<file path="config.mk">
export PLATFORM = sky130hd
export DESIGN_NAME = imem_loader
export DESIGN_NICKNAME = d
export VERILOG_FILES = /design/src/rtl/debug_unit_pkg.sv /design/src/rtl/byte_to_word_packer.sv /design/src/rtl/imem_loader.sv
export SDC_FILE = /design/constraint.sdc
export NUM_CORES = 1
export LEC_CHECK = 0
export ABC_AREA = 1
export BUFFER_PORTS_ARGS = -buffer_cell sky130_fd_sc_hd__buf_2
export CAP_MARGIN = 40
export CORE_UTILIZATION = 40
export DETAILED_ROUTE_END_ITERATION = 7
export PLACE_DENSITY = 0.68
export SLEW_MARGIN = 20
export SYNTH_ARGS = -nofsm -noshare
export SYNTH_HDL_FRONTEND = slang
export SYNTH_HIERARCHICAL = 1
export SYNTH_SLANG_ARGS = --single-unit
</file>
<file path="constraint.sdc">
create_clock -name clk -period 1.85 [get_ports clk]
set_input_delay 0.37 -clock clk [delete_from_list [all_inputs] [get_ports clk]]
set_output_delay 0.37 -clock clk [all_outputs]
set_load 0.1 [all_outputs]
</file>
<file path="src/rtl/debug_unit_pkg.sv">
// Shared constants and state encoding for the debug-unit program loader.
package debug_unit_pkg;

  localparam int unsigned BYTES_PER_WORD = 4;
  localparam int unsigned BYTE_W         = 8;
  localparam logic [31:0] HALT_WORD      = 32'hFFFF_FFFF;

  typedef enum logic [2:0] {
    IDLE  = 3'd0,
    RECV  = 3'd1,
    WRITE = 3'd2,
    DONE  = 3'd3,
    ERROR = 3'd4
  } loader_state_e;

endpackage

</file>
<file path="src/rtl/byte_to_word_packer.sv">
// Shifts bytes MSB-first into a word; flags the byte that completes a word.
module byte_to_word_packer
  import debug_unit_pkg::*;
#(
  parameter int unsigned NB = 32
) (
  input  logic          clk,
  input  logic          rst_n,
  input  logic          clear,
  input  logic          shift_en,
  input  logic [7:0]    in_byte,
  output logic [NB-1:0] word_c,
  output logic          word_ready_c
);

  localparam int unsigned IDX_W = 2;

  logic [NB-1:0]    word_q;
  logic [IDX_W-1:0] idx_q;

  // Word as it will look once the current byte is shifted in.
  assign word_c       = {word_q[NB-BYTE_W-1:0], in_byte};
  assign word_ready_c = shift_en && (idx_q == IDX_W'(BYTES_PER_WORD - 1));

  always_ff @(posedge clk or negedge rst_n) begin
    if (!rst_n) begin
      word_q <= '0;
      idx_q  <= '0;
    end else if (clear) begin
      word_q <= '0;
      idx_q  <= '0;
    end else if (shift_en) begin
      word_q <= word_c;
      idx_q  <= idx_q + IDX_W'(1);
    end
  end

endmodule

</file>
<file path="src/rtl/imem_loader.sv">
// Assembles UART bytes into instruction words, writes them to IMEM and
// stalls the CPU until the HALT word has been stored.
module imem_loader #(
  parameter int unsigned NB           = 32,
  parameter int unsigned NB_addr_imem = 10,
  parameter logic [31:0] HALT_WORD    = 32'hFFFF_FFFF
) (
  input  logic                    clk,
  input  logic                    reset,
  input  logic                    in_start_load,
  input  logic [7:0]              in_byte,
  input  logic                    in_byte_valid,
  output logic                    out_byte_ready,
  output logic                    out_imem_we,
  output logic [NB_addr_imem-1:0] out_imem_addr,
  output logic [NB-1:0]           out_imem_data,
  output logic [NB_addr_imem:0]   out_word_count,
  output logic                    out_loaded,
  output logic                    out_overflow,
  output logic                    out_cpu_stall
);

  import debug_unit_pkg::*;

  localparam int unsigned AW    = NB_addr_imem;
  localparam int unsigned CW    = NB_addr_imem + 1;
  localparam int unsigned DEPTH = 1 << NB_addr_imem;

  loader_state_e state_q, state_d;
  logic [CW-1:0] count_q, count_d, count_inc;
  logic [AW-1:0] addr_d;
  logic [NB-1:0] data_d, word_c;
  logic          clear_c, shift_en_c, word_ready_c;
  logic          ready_d, we_d, loaded_d, overflow_d, stall_d;

  // Ready is a flop, so acceptance never loops back through in_byte_valid.
  assign shift_en_c = out_byte_ready && in_byte_valid;
  assign count_inc  = count_q + CW'(1);

  byte_to_word_packer #(.NB(NB)) u_packer (
    .clk          (clk),
    .rst_n        (reset),
    .clear        (clear_c),
    .shift_en     (shift_en_c),
    .in_byte      (in_byte),
    .word_c       (word_c),
    .word_ready_c (word_ready_c)
  );

  always_ff @(posedge clk or negedge reset) begin
    if (!reset) begin
      state_q        <= IDLE;
      count_q        <= '0;
      out_byte_ready <= 1'b0;
      out_imem_we    <= 1'b0;
      out_imem_addr  <= '0;
      out_imem_data  <= '0;
      out_loaded     <= 1'b0;
      out_overflow   <= 1'b0;
      out_cpu_stall  <= 1'b1;
    end else begin
      state_q        <= state_d;
      count_q        <= count_d;
      out_byte_ready <= ready_d;
      out_imem_we    <= we_d;
      out_imem_addr  <= addr_d;
      out_imem_data  <= data_d;
      out_loaded     <= loaded_d;
      out_overflow   <= overflow_d;
      out_cpu_stall  <= stall_d;
    end
  end

  assign out_word_count = count_q;

  // Next state; registered outputs follow from the state being entered.
  always_comb begin
    state_d = state_q;
    count_d = count_q;
    clear_c = 1'b0;
    addr_d  = out_imem_addr;
    data_d  = out_imem_data;

    case (state_q)
      IDLE, DONE, ERROR: begin
        if (in_start_load) begin
          state_d = RECV;
          count_d = '0;
          clear_c = 1'b1;
        end
      end
      RECV: begin
        if (in_start_load) begin
          count_d = '0;
          clear_c = 1'b1;
        end else if (word_ready_c) begin
          state_d = WRITE;
          addr_d  = count_q[AW-1:0];
          data_d  = word_c;
        end
      end
      WRITE: begin
        clear_c = 1'b1;
        count_d = count_inc;
        // A start seen during the write cycle restarts on the closing edge.
        if (in_start_load) begin
          state_d = RECV;
          count_d = '0;
        end else if (out_imem_data == HALT_WORD) begin
          state_d = DONE;
        end else if (count_inc == CW'(DEPTH)) begin
          state_d = ERROR;
        end else begin
          state_d = RECV;
        end
      end
      default: begin
        state_d = IDLE;
        count_d = '0;
        clear_c = 1'b1;
      end
    endcase

    ready_d    = (state_d == RECV);
    we_d       = (state_d == WRITE);
    loaded_d   = (state_d == DONE);
    overflow_d = (state_d == ERROR);
    stall_d    = (state_d != DONE);
  end

endmodule

</file>
==> summary by stage <==
Final layout
The multi-input combinational cells in the finished layout cover a total of approximately 1500 um2. The net count reported at finish is 539. Compared with the post-synthesis result, the final layout area differs by 15.98%. The number of antenna diodes in the final layout is 0. Fill cells in the final layout number 899. In the final layout, flip-flops and latches occupy approximately 2200 um2. Once layout is complete, the cells apart from fillers number roughly 660.

The post-route netlist has 26.33% of its cells at a drive strength greater than 1.

Power
The internal power contribution is 2.905 mW. The worst-case IR drop observed on VDD is 0.6467 mV. The clock network fraction of design power is between 20 and 30%. Power spread over the standard cell area amounts to 984.5 nW/um2. Combinational logic burns 23.5% of the power.

The fraction of power consumed by sequential logic is about 48%. In this run the static leakage power is 2.488 nW. The switching power share of the total is 35.91%. The analysis attributes to net switching a power of 1.627 mW.

Setup path
The start point of the critical path is out_cpu_stall. The data required time of the critical path is around 1.5 ns. The worst setup path is launched from a flip-flop. The stage delay of the slowest cell on the critical path is 0.52 ns. The startpoint-to-endpoint class of the critical path is reg -> out. For the worst setup path, the data arrival time is 1.27 ns. The cell type of the slowest stage on the worst timing path is dfstp_2. Counting both buffers and inverters, the worst setup path holds a total of 1. The worst register-to-register path begins at out_word_count[0].

In this run the worst path has a maximum fanout of 1. The capturing element type of the critical path is a primary output. The dominant delay contributor by cell family on the critical path is flip-flops.

Traced cell by cell, the critical path runs through buf_2.

STA
The final number of max-transition violations is 0. The relative max-transition margin is 66.07%. The share of the clock period used by the worst path after layout is 88.85%. For the final routed database, the setup TNS stands at 0 ns. Setup repair after global routing left no endpoint under its margin. The shortest period the worst path allows is 1.644 ns. The count of endpoints failing hold in the final timing report was 0. The fmax is 0.6083 GHz. The count of final setup violators is 0. The measured slew at the worst slew-check pin is a little over 0.5 ns. The minimum setup slack in the final design is 0.2062 ns. The worst setup skew after layout is 0.008942 ns.

Clock tree
The clock sink total is 87. TritonCTS built the clock tree. The number of buffers inserted by post-CTS setup repair is 0. The clock latency of the later-clocked register in the worst-skew pair is between 0.3 and 0.4 ns.

The longest clock path from root to sink contains 2 buffers. Counting the buffers created by CTS gives 9. The post-CTS clock slew at the launch and capture registers of the worst setup and hold paths is 0.08 ns. The root cell of the clock tree is clkbuf_8. The maximum level of the CTS H-tree is 3.

Logic synthesis
The largest area contributor in the netlist is dfrtp_1. Of all flip-flops after synthesis, the portion carrying an async set or reset was 100.0%. The count of flip-flops with a built-in enable after synthesis is 0. The most numerous cell in the Yosys netlist is nand2_1. For this run, the leading register cell type out of synthesis is dfrtp_1. The sequential element share of the synthesized area is 54.89%. By count the netlist is led by nand2_1, dfrtp_1, inv_1, nand3_2, o21ai_0. The netlist area before placement is 3969 um2.

When the netlist entered floorplanning its net count stood at 473. The post-synthesis simple-gate area fraction is 32.38%. Of the total synthesized cell area, the portion taken by full adders, half adders and majority gates is 0.9458%. The combinational family with the most area after synthesis is simple AND/OR/NAND/NOR gates. Of the total synthesized cell area, the portion taken by XOR and XNOR cells is less than 1%. The average instance in the mapped netlist occupies 8.666 um2. The count of state elements after synthesis is 87. The share of the synthesized area in compound gates (AO/OA/AOI/OAI) is 4.351%. In the synthesized netlist, mux cells make up 0% of the area. The post-synthesis instance total is ~460. Yosys attributes the largest share of cell area to dfrtp_1, nand2_1, nand3_2. The number of distinct standard cells referenced by the synthesized netlist is 29. For this run, the number of Yosys warnings is 6. The area share of the largest cell type after synthesis is 54.22%.

Drt
The count of unresolved DRC violations after routing is 0. The routed via count is about 3100. In this run the remaining antenna-violating nets after routing total 0. The wire length reported by the detailed router is 8.439 mm. The number of detailed-route iterations in the first pass is 4. In the final routed layout, each cell accounts on average for 12.84 um. Dividing the detail-routed via count by the number of cells gives 4.744.

After the first detailed-routing iteration, the DRC count stood at 196.

GRT
The residual overflow from global routing is 0. The number of antenna violations at the first check in global routing is 0. The total routing resource utilization after global routing is 17.86%. The first global-routing pass estimated 14.16 mm of wire. The via count of the first global-routing pass is 2975. Entering global routing, the biggest net connects 54 pins.

Floorplanning
The die extent in y is 101.6 um. The number of standard-cell rows in the floorplan is 35. The total die area is 10320 um2. After floorplanning, the core was sized to cover 9415 um2. The initial utilization of the core area, before any placement, comes to between 40% and 50%.

The count of pins on the block boundary is 70. The die span in x is 101.6 um.

Min path
The path class of the tightest hold or removal check is in -> reg. The worst hold path startpoint is in_byte[2].

Placed design
The count of placed standard cells including taps is 641. Routability-driven placement finished with a final weighted congestion of 0.8029. The HPWL after detailed placement is 6.108 mm. At the placement stage, the worst setup path has a slack of ~0.24 ns. During placement, the flow inserted port buffers numbering 69.

Status
The flow ran to the end, and the final reports show no timing, DRC or antenna violations.

Job
The reported max-cap violation count is 0.
## power by group through the flow
stage	clock network, mW	registers, mW	logic [mW]
3_5_place_dp	0	2.19	1.07
4_1_cts	1.36	2.15	1.08
5_1_grt	1.44	2.17	1.13
3_3_place_gp	0	2.18	1.06
2_1_floorplan	0	2.73	0.339
6_report	1.31	2.15	1.07
## state kept, by name, indices dropped and copies added, names as in the netlist, 2 cells and up
register	flops
state_q	3
out_imem_addr	10
out_imem_data	32
u_packer/word_q	24
out_word_count	11
u_packer/idx_q	2
## per-stage QoR
step / area, um2 / power (mW) / utilization, % / hold slack [ns]
final: 4603 / 4.532 / 48.89 / 0.2445
after global routing: 4603 / 4.735 / 48.89 / 0.2298
after CTS: 4603 / 4.583 / 48.89 / 0.2239
after detailed placement: 4397 / 3.260 / 46.70 / 0.3363
after global placement: 4397 / 3.240 / 46.70 / 0.3337
after floorplan: 3986 / 3.072 / - / 0.07441
## layer usage
| layer | track usage, % | wire length, um | vias to the layer above |
|---|---|---|---|
| met2 | 26.04 | 3764 | 77 |
| met5 | 0 | 0 | - |
| met4 | 7.469 | 152 | 0 |
| met3 | 4.279 | 385 | 12 |
| met1 | 25.45 | 4138 | 1467 |
| li1 | - | - | 1561 |
## cells by family after synthesis
logic type      after synthesis
xor+xnor                      1
compound gates               31
simple gates                284
buf+inv                      52
fa+ha+maj                     3
flops                        87
## path summary, 6_finish.rpt
path / to / cells past startpoint / slack [ns]
min reg2reg: u_packer/word_q[20] / 2 / 0.48
max: out_cpu_stall / 1 / 0.21
max reg2reg: out_byte_ready / 11 / 0.23
max in group asynchronous: out_cpu_stall / 3 / 0.71
min in group asynchronous: out_imem_addr[5] / 2 / 0.49
min: out_imem_data[2] / 3 / 0.24
## placed cells by master, fill, tap and decap left out, types with 2 or more instances in the layout
cell type,count
nor2_1,15
inv_2,3
clkinv_2,3
nand3_2,23
a21oi_1,4
nor2_4,2
nand2_1,220
buf_4,9
buf_2,68
dfrtp_2,5
o21ai_0,17
nand2_2,2
nand4_1,3
inv_1,23
nor2_2,3
nand3_1,14
o22ai_1,6
dfrtp_4,3
ha_1,3
dfrtp_1,78
clkbuf_8,11
## what timing repair did
action	4_1_cts	5_1_grt
gates resized for setup	0	0
hold endpoints to repair	29	0
hold buffers	1	0
## area by class of cell
type	count	area share [%]
tap	129	3.506
clock inverter	4	0.9785
inverter	28	2.338
multi-input combinational	319	32.67
sequential	87	47.70
clock buffer	11	3.289
timing repair buffer	79	9.513
No activity file was read; power rests on OpenSTA's default activity.
